--- config.mk ---
export PLATFORM = sky130hd
export DESIGN_NAME = syn_fifo_rd_ctrl
export DESIGN_NICKNAME = d
export VERILOG_FILES = /design/src/rtl/syn_fifo_pkg.sv /design/src/rtl/syn_fifo_skid_buf.sv /design/src/rtl/syn_fifo_rd_ctrl.sv
export SDC_FILE = /design/constraint.sdc
export NUM_CORES = 1
export LEC_CHECK = 0
export BUFFER_PORTS_ARGS = -buffer_cell sky130_fd_sc_hd__buf_2
export CAP_MARGIN = 40
export CORE_MARGIN = 2
export CORE_UTILIZATION = 61
export CTS_BUF_LIST = sky130_fd_sc_hd__clkbuf_2
export CTS_CLUSTER_SIZE = 8
export DETAILED_ROUTE_END_ITERATION = 7
export HOLD_SLACK_MARGIN = 0.06
export PLACE_DENSITY = 0.91
export REMOVE_ABC_BUFFERS = 1
export SYNTH_ARGS = -nofsm -noshare
export SYNTH_HDL_FRONTEND = slang
export SYNTH_HIERARCHICAL = 1
export SYNTH_SLANG_ARGS = --single-unit
--- constraint.sdc ---
create_clock -name clk_i -period 5.25 [get_ports clk_i]
set_input_delay 0.7875 -clock clk_i [delete_from_list [all_inputs] [get_ports clk_i]]
set_output_delay 0.7875 -clock clk_i [all_outputs]
set_load 0.01 [all_outputs]
--- src/rtl/syn_fifo_pkg.sv ---
// syn_fifo_pkg: shared defaults and read-controller state encoding for the syn_fifo family
package syn_fifo_pkg;
    localparam int FIFO_ENTRIES_DEF = 16;
    localparam int DATA_WIDTH_DEF = 8;
    typedef enum logic [1:0] {IDLE, READ, DRAIN, DONE} rd_state_t;
endpackage

--- src/rtl/syn_fifo_skid_buf.sv ---
// syn_fifo_skid_buf: 2-entry in-order output buffer, head entry always presented on data_o
module syn_fifo_skid_buf #(
    parameter int W = 9
) (
    input  logic         clk_i,
    input  logic         rst_i,
    input  logic         push_i,
    input  logic [W-1:0] data_i,
    input  logic         pop_i,
    output logic [W-1:0] data_o,
    output logic [1:0]   count_o
);
    logic [W-1:0] e1;
    always_ff @(posedge clk_i) begin
        if (rst_i) begin
            data_o <= '0;
            e1 <= '0;
            count_o <= '0;
        end else begin
            count_o <= count_o + {1'b0, push_i} - {1'b0, pop_i};
            if (pop_i && count_o == 2'd2)
                data_o <= e1;
            else if (push_i && (pop_i || count_o == 2'd0))
                data_o <= data_i;
            if (push_i && (pop_i ? count_o == 2'd2 : count_o == 2'd1))
                e1 <= data_i;
        end
    end
endmodule

--- src/rtl/syn_fifo_rd_ctrl.sv ---
// syn_fifo_rd_ctrl: drains a burst from a registered-empty FIFO into a valid/ready stream
module syn_fifo_rd_ctrl
    import syn_fifo_pkg::*;
#(
    parameter int FIFO_ENTRIES = FIFO_ENTRIES_DEF,
    parameter int DATA_WIDTH = DATA_WIDTH_DEF
) (
    input  logic                            clk_i,
    input  logic                            rst_i,
    input  logic                            start_i,
    input  logic [$clog2(FIFO_ENTRIES):0]   burst_len_i,
    output logic                            busy_o,
    output logic                            done_o,
    input  logic                            fifo_empty_i,
    output logic                            fifo_rd_en_o,
    input  logic [DATA_WIDTH-1:0]           fifo_data_i,
    output logic                            m_valid_o,
    input  logic                            m_ready_i,
    output logic [DATA_WIDTH-1:0]           m_data_o,
    output logic                            m_last_o,
    output logic [$clog2(FIFO_ENTRIES):0]   words_left_o
);
    localparam int CW = $clog2(FIFO_ENTRIES) + 1;
    rd_state_t state, state_nxt;
    logic [CW-1:0] issue_cnt, out_cnt;
    logic inflight, inflight_last, pop, last_issue, last_pop;
    logic [1:0] buf_cnt;
    logic [DATA_WIDTH:0] buf_q;
    assign m_valid_o = buf_cnt != 2'd0;
    assign pop = m_valid_o & m_ready_i;
    // buffered + in-flight words after this cycle's pop must leave room for one more
    assign fifo_rd_en_o = !rst_i && state == READ && issue_cnt != '0 && !fifo_empty_i &&
                          ({1'b0, buf_cnt} + {2'b0, inflight} < 3'd2 + {2'b0, pop});
    assign last_issue = fifo_rd_en_o && issue_cnt == CW'(1);
    assign last_pop = pop && out_cnt == CW'(1);
    assign m_data_o = buf_q[DATA_WIDTH-1:0];
    assign m_last_o = m_valid_o & buf_q[DATA_WIDTH];
    assign busy_o = state != IDLE;
    assign done_o = state == DONE;
    assign words_left_o = out_cnt;
    always_comb begin
        state_nxt = state == IDLE  ? ((start_i && burst_len_i != '0) ? READ : IDLE) :
                    state == READ  ? (last_issue ? DRAIN : READ) :
                    state == DRAIN ? (last_pop ? DONE : DRAIN) : IDLE;
    end
    always_ff @(posedge clk_i) begin
        if (rst_i) begin
            state <= IDLE;
            issue_cnt <= '0;
            out_cnt <= '0;
            inflight <= 1'b0;
            inflight_last <= 1'b0;
        end else begin
            state <= state_nxt;
            inflight <= fifo_rd_en_o;
            inflight_last <= last_issue;
            if (fifo_rd_en_o)
                issue_cnt <= issue_cnt - CW'(1);
            if (pop)
                out_cnt <= out_cnt - CW'(1);
            if (state == IDLE && state_nxt == READ) begin
                issue_cnt <= burst_len_i;
                out_cnt <= burst_len_i;
            end
        end
    end
    syn_fifo_skid_buf #(.W(DATA_WIDTH + 1)) u_buf (
        .clk_i   (clk_i),
        .rst_i   (rst_i),
        .push_i  (inflight),
        .data_i  ({inflight_last, fifo_data_i}),
        .pop_i   (pop),
        .data_o  (buf_q),
        .count_o (buf_cnt)
    );
endmodule

==> flow_summary.yaml, run 1 <==
global_route:
  antenna_found_initial: 0
  grtUsageTotal_pct: 23.6
  grt_pass1_vias: 1481
  grt-ovfl-total: 0
  grt_max_degree: 40
  grt_first_pass_wirelength_mm: 6.33
floorplan:
  start_util_pct: 63.2
  coreArea_sq_mm: 0.00300
  die_w_microns: 59.8
  io_pins: 36
  dieArea_sq_mm: 0.00357
  rows: 20
  die_h_microns: 59.8
timing:
  setup_tns_ns: 0
  maxSlewViolCount: 0
  min_period_ns: 2.98
  worst_slew_pin_slew_ns: 0.718
  max_freq_mhz: 335
  finalSetupViolations: 0
  fin_crit_sh_pct: 56.8
  skew_ns: 0.0227
  setup_ws_ns: 2.27
  final-hold-violation-count: 0
  maxSlewHeadroom_pct: 52.1
  rsz0062_at_grt: "no"
route:
  vias: 1524
  wl_mm: 3.82
  avgRoutedWirePerCell_microns: 14.8
  drt_iter0_drc: 62
  dr.pass1.iters: 4
  drc: 0
  viasPerCell: 5.88
  antenna_left: 0
cells_and_area:
  fillCellCount: 241
  drive_above_1_share_pct: 26.1
  nNetsFinal: 253
  areaGrowthSynthToFinish_pct: 11.5
  layout_common_cells: "buf_2 (35), dfxtp_1 (34), nand2b_1 (21)"
  final_common_cell: "buf_2"
  seqCellArea_sq_um: 681
  antennaDiodeCount: 0
  design_area_sq_mm: 0.00211
  multi_input_area_sq_mm: 0.00110
worst_setup_path:
  crit_required_ns: 5.55
  cp.arrival_ns: 3.28
  cp_max_fo: 20
  worst_setup_path_start_kind: "register"
  critPathKind: "register to register"
  cp-end-kind: "register"
power_and_ir_drop:
  cellPowerDensity_mw_per_mm2: 355
  total_leakage_power_uw: 0.000946
  vdd_drop_max_v: 0.000257
synth:
  synth_ff_type: "dfxtp_1"
  netlist_instances: 193
  ys_warn_count: 6
  synth-seq-area-share_pct: 35.9
  synth_edf_count: 0
  synth-seq-cells: 34
  synth_cell_type_count: 46
  avgSynthCellArea_sq_um: 9.83
  synthesis.area_sq_mm: 0.00190
  async_reset_ff_share_pct: 0
placed_design:
  dp_hpwl_mm: 2.76
  gp_congestion: 0.811
  dpl_worst_slack_ns: 1.99
  numPortBuffers: 35
  placed_area_sq_mm: 0.00206
status:
  status: "complete, no violations"
clocking:
  cts_tree: "yes"
  clock_latency_ns: 0.37
  ctsResizeCount: 0
  clk_pin_slew_ns: 0.18
  clock_path_buffers: 2
  hold_buffers: 0
  cts_root_buf: "clkbuf_2"
  post_cts_buffers: 0
  htreeDepth: 2
  cts_buffers: 5
  clock-sinks: 34
hold_path:
  hp-class: "register to register"
flow_run:
  maxCapViolCount: 0
[flip-flops by register name, summed over array words and instances (netlist names)]
signal         flops
inflight           1
inflight_last      1
issue_cnt          5
state              2
u_buf/count_o      2
u_buf/data_o       9
u_buf/e1           9
words_left_o       5
[final cells by class]
type	instances	share of cell area, %
Timing Repair Buffer	36	8.64
Tap cell	33	1.95
Clock buffer	5	1.18
Sequential cell	34	32.2
Clock inverter	2	1.60
Inverter	13	2.31
Multi-Input combinational cell	136	52.1
[report_power, final]
part	switching (uW)	internal, uW
registers	35.1	290
clock network	85.4	76.8
logic	153	109
total	274	476
[Yosys cell counts, drive strengths merged, types with 2 or more instances]
cell	instances	area (sq um)
nand2b	21	131
and2	2	12.5
mux2i	18	180
xnor2	3	26.3
or2	2	12.5
clkbuf	4	15.0
nand3	5	25.0
o31ai	2	15.0
nor3	2	10.0
inv	13	48.8
o211ai	2	15.0
ha	9	113
nor2	6	30.0
nand2	6	22.5
nand4	3	18.8
o21ai	5	28.8
nor3b	2	15.0
buf	6	50.0
xor2	4	35.0
dfxtp	34	681
a221oi	10	144
a21oi	15	75.1
or3	2	12.5
[critical path, stage by stage, from the launching register on]
cell and delay, ns:
dfxtp_1 0.50, o21ai_1 0.19, inv_1 0.48, nand3b_1 0.59
a21boi_1 0.68, buf_4 0.27, mux2i_1 0.19
[final timing paths]
path               startpoint          end  slack [ns]  cells after the start
min               u_buf/e1[2]  u_buf/e1[2]        0.49                      2
max          u_buf/count_o[1]  u_buf/e1[4]        2.27                      6
min reg2reg       u_buf/e1[2]  u_buf/e1[2]        0.49                      2
max reg2reg  u_buf/count_o[1]  u_buf/e1[4]        2.27                      6
[routing by layer]
metal	global-route usage (%)	share of wire, %
met1	27.6	45
met5	0	0
met4	9.21	1.1
met3	7.14	5.2
met2	40.1	49
[metrics by stage]
stage | instances | util [%] | power [uW] | hold WS [ns]
finish | 259 | 70.4 | 750 | 0.491
global route | 259 | 70.4 | 798 | 0.506
CTS | 259 | 70.4 | 748 | 0.491
detailed placement | 252 | 68.5 | 587 | 0.463
global placement | 251 | 68.2 | 575 | 0.462
floorplan | 183 | - | 504 | 0.447
[logic make-up (layout without fill, tap and decap cells)]
kind of cell	after synthesis	in the layout	synth area share (%)
AND/OR/NAND/NOR	58	58	19.1
AO/OA/AOI/OAI	43	43	19.6
flip-flops	34	34	35.9
buffers and inverters	23	56	6.00
multiplexers	19	19	10.3
adder cells (fa/ha/maj)	9	9	5.94
XOR/XNOR	7	7	3.23
Power figures use the tool's default switching activity.
==> run 2: changes to the inputs <==
--- a/config.mk
+++ b/config.mk
@@ -8,12 +8,12 @@
 export BUFFER_PORTS_ARGS = -buffer_cell sky130_fd_sc_hd__buf_2
 export CAP_MARGIN = 40
 export CORE_MARGIN = 2
-export CORE_UTILIZATION = 61
+export CORE_UTILIZATION = 57
 export CTS_BUF_LIST = sky130_fd_sc_hd__clkbuf_2
 export CTS_CLUSTER_SIZE = 8
 export DETAILED_ROUTE_END_ITERATION = 7
 export HOLD_SLACK_MARGIN = 0.06
-export PLACE_DENSITY = 0.91
+export PLACE_DENSITY = 0.86
 export REMOVE_ABC_BUFFERS = 1
 export SYNTH_ARGS = -nofsm -noshare
 export SYNTH_HDL_FRONTEND = slang
==> constraint.sdc (replaced) <==
create_clock -name clk_i -period 2.83 [get_ports clk_i]
set_input_delay 0.4245 -clock clk_i [delete_from_list [all_inputs] [get_ports clk_i]]
set_output_delay 0.4245 -clock clk_i [all_outputs]
set_load 0.01 [all_outputs]
==> flow_summary.yaml, run 2 (synthesis results as in run 1) <==
route:
  vias: 1545
  dr.pass1.iters: 4
  viasPerCell: 5.60
  avgRoutedWirePerCell_microns: 14.0
  antenna_left: 0
  drc: 0
  wl_mm: 3.85
  drt_iter0_drc: 90
placed_design:
  dp_hpwl_mm: 2.86
  dpl_worst_slack_ns: 0.570
  gp_congestion: 0.787
  numPortBuffers: 35
power_and_ir_drop:
  power.switching_uw: 507
  vdd_drop_max_v: 0.000497
  internal-power_uw: 811
  p_comb_share_pct: 37.5
  cellPowerDensity_mw_per_mm2: 614
  power_uw: 1320
  switching_share_pct: 38.4
  total_leakage_power_uw: 0.000966
  power_frac_seq_pct: 45.6
  clkPwrFrac_pct: 16.9
cells_and_area:
  nNetsFinal: 258
  layout_common_cells: "buf_2 (35), dfxtp_1 (34), nand2b_1 (21)"
  fillCellCount: 260
  final_common_cell: "buf_2"
  areaGrowthSynthToFinish_pct: 13.1
  seqCellArea_sq_um: 681
  drive_above_1_share_pct: 28.0
  antennaDiodeCount: 0
  fin_util_pct: 69.2
  multi_input_area_sq_mm: 0.00110
  reg_top3: "u_buf/data_o: 9 flops, u_buf/e1: 9 flops"
floorplan:
  coreArea_sq_mm: 0.00310
  dieArea_sq_mm: 0.00381
  io_pins: 36
  die_h_microns: 61.7
  rows: 20
  start_util_pct: 61.1
  die_w_microns: 61.7
timing:
  maxSlewViolCount: 0
  whs_ns: 0.276
  max_freq_mhz: 396
  finalSetupViolations: 0
  final-hold-violation-count: 0
  setup_tns_ns: 0
  setup_ws_ns: 0.305
  min_period_ns: 2.53
  fin_crit_sh_pct: 89.2
  worst_slew_pin_slew_ns: 0.527
  maxSlewHeadroom_pct: 64.8
  skew_ns: 0.0195
  rsz0062_at_grt: "no"
clocking:
  cts_root_buf: "clkbuf_2"
  hold_buffers: 0
  cts_buffers: 5
  cts_tree: "yes"
  htreeDepth: 2
  clock_latency_ns: 0.38
  clock-sinks: 34
  clock_path_buffers: 2
  ctsResizeCount: 0
  post_cts_buffers: 0
  clk_pin_slew_ns: 0.18
worst_setup_path:
  worst_setup_path_start_kind: "register"
  critPathKind: "register to output pin"
  cp-end-kind: "output pin"
  crit_required_ns: 2.41
  cp_max_fo: 14
  cp.arrival_ns: 2.10
  reg2reg_slack_ns: 0.56
hold_path:
  hp-class: "input pin to register"
global_route:
  grt_first_pass_wirelength_mm: 6.11
  antenna_found_initial: 0
  grt-ovfl-total: 0
  grtUsageTotal_pct: 22.2
  grt_max_degree: 39
  grt_pass1_vias: 1375
status:
  status: "complete, no violations"
flow_run:
  maxCapViolCount: 0
[run 2: changes by cell type in the layout (fill, tap and decap cells not counted), sizes merged]
cell	previous run	this run
buf	36	41
bufinv	1	0
clkbuf	5	6
clkinv	1	2
[run 2: area by class of cell]
| type | count | area share, % |
|---|---|---|
| clock buffer | 6 | 1.40 |
| tap | 44 | 2.57 |
| timing repair buffer | 41 | 10.3 |
| multi-input combinational | 136 | 51.4 |
| inverter | 13 | 2.27 |
| sequential | 34 | 31.7 |
| clock inverter | 2 | 0.408 |
[run 2: worst paths after layout]
check                    end             start  depth (start not counted)
max reg2reg  u_buf/data_o[5]  u_buf/count_o[1]                          6
min reg2reg      u_buf/e1[2]       u_buf/e1[2]                          2
max             fifo_rd_en_o          inflight                          7
min              u_buf/e1[5]    fifo_data_i[5]                          3
[run 2: through the flow]
stage          instance area [sq um]  cells
6_report                        2150    276
5_1_grt                         2150    276
4_1_cts                         2150    276
3_5_place_dp                    2110    268
3_3_place_gp                    2110    268
2_1_floorplan                   1830    183
[run 2: critical path, stage by stage, from the launching register on]
cell and delay (ns):
dfxtp_1 0.33, buf_4 0.17, ha_1 0.20, ha_1 0.21
nor4_4 0.36, o311ai_4 0.24, inv_1 0.09, buf_2 0.12
[run 2: layer usage]
| layer | global-route usage, % | wire length (microns) | share of wire, % |
|---|---|---|---|
| met5 | 0 | 0 | 0 |
| met4 | 6.69 | 37 | 0.96 |
| met3 | 7.35 | 206 | 5.3 |
| met2 | 37.0 | 1840 | 48 |
| met1 | 27.2 | 1770 | 46 |
[run 2: power groups by stage]
stage	Combinational (uW)	Sequential (uW)	Clock, uW
floorplan	321	615	0
global placement	472	609	0
detailed placement	488	611	0
CTS	492	601	230
global route	551	611	252
finish	495	601	222
==> run 3: changes to the inputs <==
--- a/config.mk
+++ b/config.mk
@@ -5,15 +5,16 @@
 export SDC_FILE = /design/constraint.sdc
 export NUM_CORES = 1
 export LEC_CHECK = 0
+export ABC_AREA = 1
 export BUFFER_PORTS_ARGS = -buffer_cell sky130_fd_sc_hd__buf_2
 export CAP_MARGIN = 40
 export CORE_MARGIN = 2
-export CORE_UTILIZATION = 57
+export CORE_UTILIZATION = 47
 export CTS_BUF_LIST = sky130_fd_sc_hd__clkbuf_2
 export CTS_CLUSTER_SIZE = 8
 export DETAILED_ROUTE_END_ITERATION = 7
 export HOLD_SLACK_MARGIN = 0.06
-export PLACE_DENSITY = 0.86
+export PLACE_DENSITY = 0.73
 export REMOVE_ABC_BUFFERS = 1
 export SYNTH_ARGS = -nofsm -noshare
 export SYNTH_HDL_FRONTEND = slang
==> flow_summary.yaml, run 3 <==
global_route:
  grt_max_degree: 29
  antenna_found_initial: 0
  grt_first_pass_wirelength_mm: 7.63
  grt-ovfl-total: 0
  grt_pass1_vias: 1789
  grtUsageTotal_pct: 18.4
cells_and_area:
  antennaDiodeCount: 0
  drive_above_1_share_pct: 22.2
  finalNonFillerCells: 386
  reg_top3: "u_buf/data_o: 9 flops, u_buf/e1: 9 flops"
  fillCellCount: 450
  design_area_sq_mm: 0.00230
  areaGrowthSynthToFinish_pct: 9.52
  layout_common_cells: "nand2_1 (68), inv_1 (35), buf_2 (35)"
  final_common_cell: "nand2_1"
  nNetsFinal: 360
  fin_util_pct: 53.2
floorplan:
  die_w_microns: 70.9
  die_h_microns: 70.9
  coreArea_sq_mm: 0.00432
  dieArea_sq_mm: 0.00502
  rows: 24
  start_util_pct: 48.6
  io_pins: 36
synth:
  yosys-top-cells-count: "nand2_1 (68), inv_1 (35), dfxtp_1 (34)"
  synth-seq-cells: 34
  synth-seq-area-share_pct: 32.4
  synthAdderAreaFrac_pct: 5.36
  muxShareOfSynthArea_pct: 0
  yosysTopAreaCellShare_pct: 32.4
  synth_area_leader_cell: "dfxtp_1"
  ys_warn_count: 6
  avgSynthCellArea_sq_um: 6.96
  synth_xor_area_share_pct: 1.67
  synth_edf_count: 0
  synth-simple-area-share_pct: 39.2
  synth_compound_area_share_pct: 9.05
  async_reset_ff_share_pct: 0
  netlist_instances: 302
  synth_cell_type_count: 31
  synth_top_family_by_area: "simple AND/OR/NAND/NOR gates"
  synth_ff_type: "dfxtp_1"
  synthesis.area_sq_mm: 0.00210
  yosys-top-cells-area: "dfxtp_1 (32%), nand2_1 (12%), nand3_1 (7.4%)"
  yosysMostFrequentCell: "nand2_1"
worst_setup_path:
  critPathKind: "register to output pin"
  crit_family: "simple AND/OR/NAND/NOR gates"
  path_cells: "buf_4 -> ha_1 -> ha_1 -> nor2_2 -> nand3_2 -> nor2_4 -> nand2_4 -> inv_1 -> buf_2"
  critPathMaxStageDelay_ns: 0.33
  slowest_stage: "dfxtp_1"
  reg2reg_depth: 9
  crit_required_ns: 2.41
  cp_max_fo: 21
  r2r_end: "u_buf/e1[7]"
  worst-path-buf-inv: 3
  cp_common_cell: "ha_1"
  rr_startpoint: "u_buf/count_o[0]"
  cp-end-kind: "output pin"
  worst_setup_path_start_kind: "register"
  reg2reg_slack_ns: 0.77
  cp.arrival_ns: 1.91
clocking:
  htreeDepth: 2
  hold_buffers: 0
  cts_buffers: 5
  post_cts_buffers: 0
  clk_pin_slew_ns: 0.18
  clock_path_buffers: 2
  clock_latency_ns: 0.38
  cts_root_buf: "clkbuf_2"
  clock-sinks: 34
  ctsResizeCount: 0
  cts_tree: "yes"
timing:
  setup_tns_ns: 0
  worst_slew_pin_slew_ns: 0.545
  maxSlewHeadroom_pct: 63.4
  max_freq_mhz: 429
  skew_ns: 0.00638
  whs_ns: 0.330
  min_period_ns: 2.33
  maxSlewViolCount: 0
  finalSetupViolations: 0
  fin_crit_sh_pct: 82.4
  final-hold-violation-count: 0
  rsz0062_at_grt: "no"
power_and_ir_drop:
  cellPowerDensity_mw_per_mm2: 639
  vdd_drop_max_v: 0.000276
  total_leakage_power_uw: 0.00120
route:
  avgRoutedWirePerCell_microns: 11.4
  dr.pass1.iters: 4
  drc: 0
  wl_mm: 4.39
  drt_iter0_drc: 125
  antenna_left: 0
  vias: 1934
  viasPerCell: 5.01
placed_design:
  numPortBuffers: 35
  dp_hpwl_mm: 3.05
  placed_area_sq_mm: 0.00226
  gp_congestion: 0.844
  dp.cells: 378
hold_path:
  hold_start: "burst_len_i[0]"
  whs_path_depth: 3
  hp-class: "input pin to register"
  hold_path_end: "words_left_o[0]"
status:
  status: "complete, no violations"
flow_run:
  maxCapViolCount: 0
## run 3: cell types whose count changed after synthesis, sizes merged, moves of 5 or more
cell and change:
inv +29, buf +5, a221oi -10, nand3b +9, nand3 +28, nand4 +7
mux2i -18, nand2 +71, nand2b -21, a21oi +8, nor2 +29
## run 3: cell type report
cell class | instances | area, sq um | share of cell area (%)
multi-input combinational | 212 | 1160 | 50.4
sequential | 34 | 681 | 29.6
timing repair buffer | 37 | 190 | 8.26
inverter | 43 | 164 | 7.12
tap | 52 | 65.1 | 2.83
clock buffer | 5 | 25.0 | 1.09
clock inverter | 3 | 16.3 | 0.707
## run 3: cell families after synthesis
kind of cell / Yosys count
and+or+nand+nor: 168
buffers and inverters: 56
DFF: 34
AOI/OAI and AO/OA: 31
adders and majority gates: 9
xor gates and xnor gates: 4
## run 3: worst max path at each step
stage / depth (start not counted) / startpoint / to
global placement: 9 / u_buf/count_o[0] / u_buf/e1[1]
floorplan: 9 / u_buf/count_o[1] / u_buf/e1[0]
CTS: 9 / inflight / fifo_rd_en_o
detailed placement: 9 / u_buf/count_o[0] / u_buf/e1[0]
finish: 9 / inflight / fifo_rd_en_o
global route: 9 / inflight / fifo_rd_en_o
## run 3: worst register-to-register path, cell delays in order, from the launching register on
cell and delay, ns:
dfxtp_1 0.48, inv_2 0.04, nand2_1 0.10, nand2_2 0.13
inv_2 0.33, nand3_4 0.35, nand2_4 0.31, nand3b_1 0.11
nand2_1 0.07, nor2_1 0.06
## run 3: per-layer routing
layer	global-route usage [%]	wire, microns	vias up
li1	-	-	1026
met1	22.3	1990	866
met2	32.6	2150	37
met3	4.99	220	5
met4	3.98	32	0
met5	0	0	-
## run 3: power by group
part / total, uW / internal (uW) / switching, uW
combinational: 646 / 221 / 425
sequential: 594 / 539 / 55.5
clock: 230 / 56.4 / 174
## run 3: through the flow
step,worst slack [ns],power [uW]
after floorplan,0.881,1070
after global placement,0.837,1240
after detailed placement,0.795,1250
after CTS,0.456,1490
after global routing,0.315,1600
final,0.498,1470
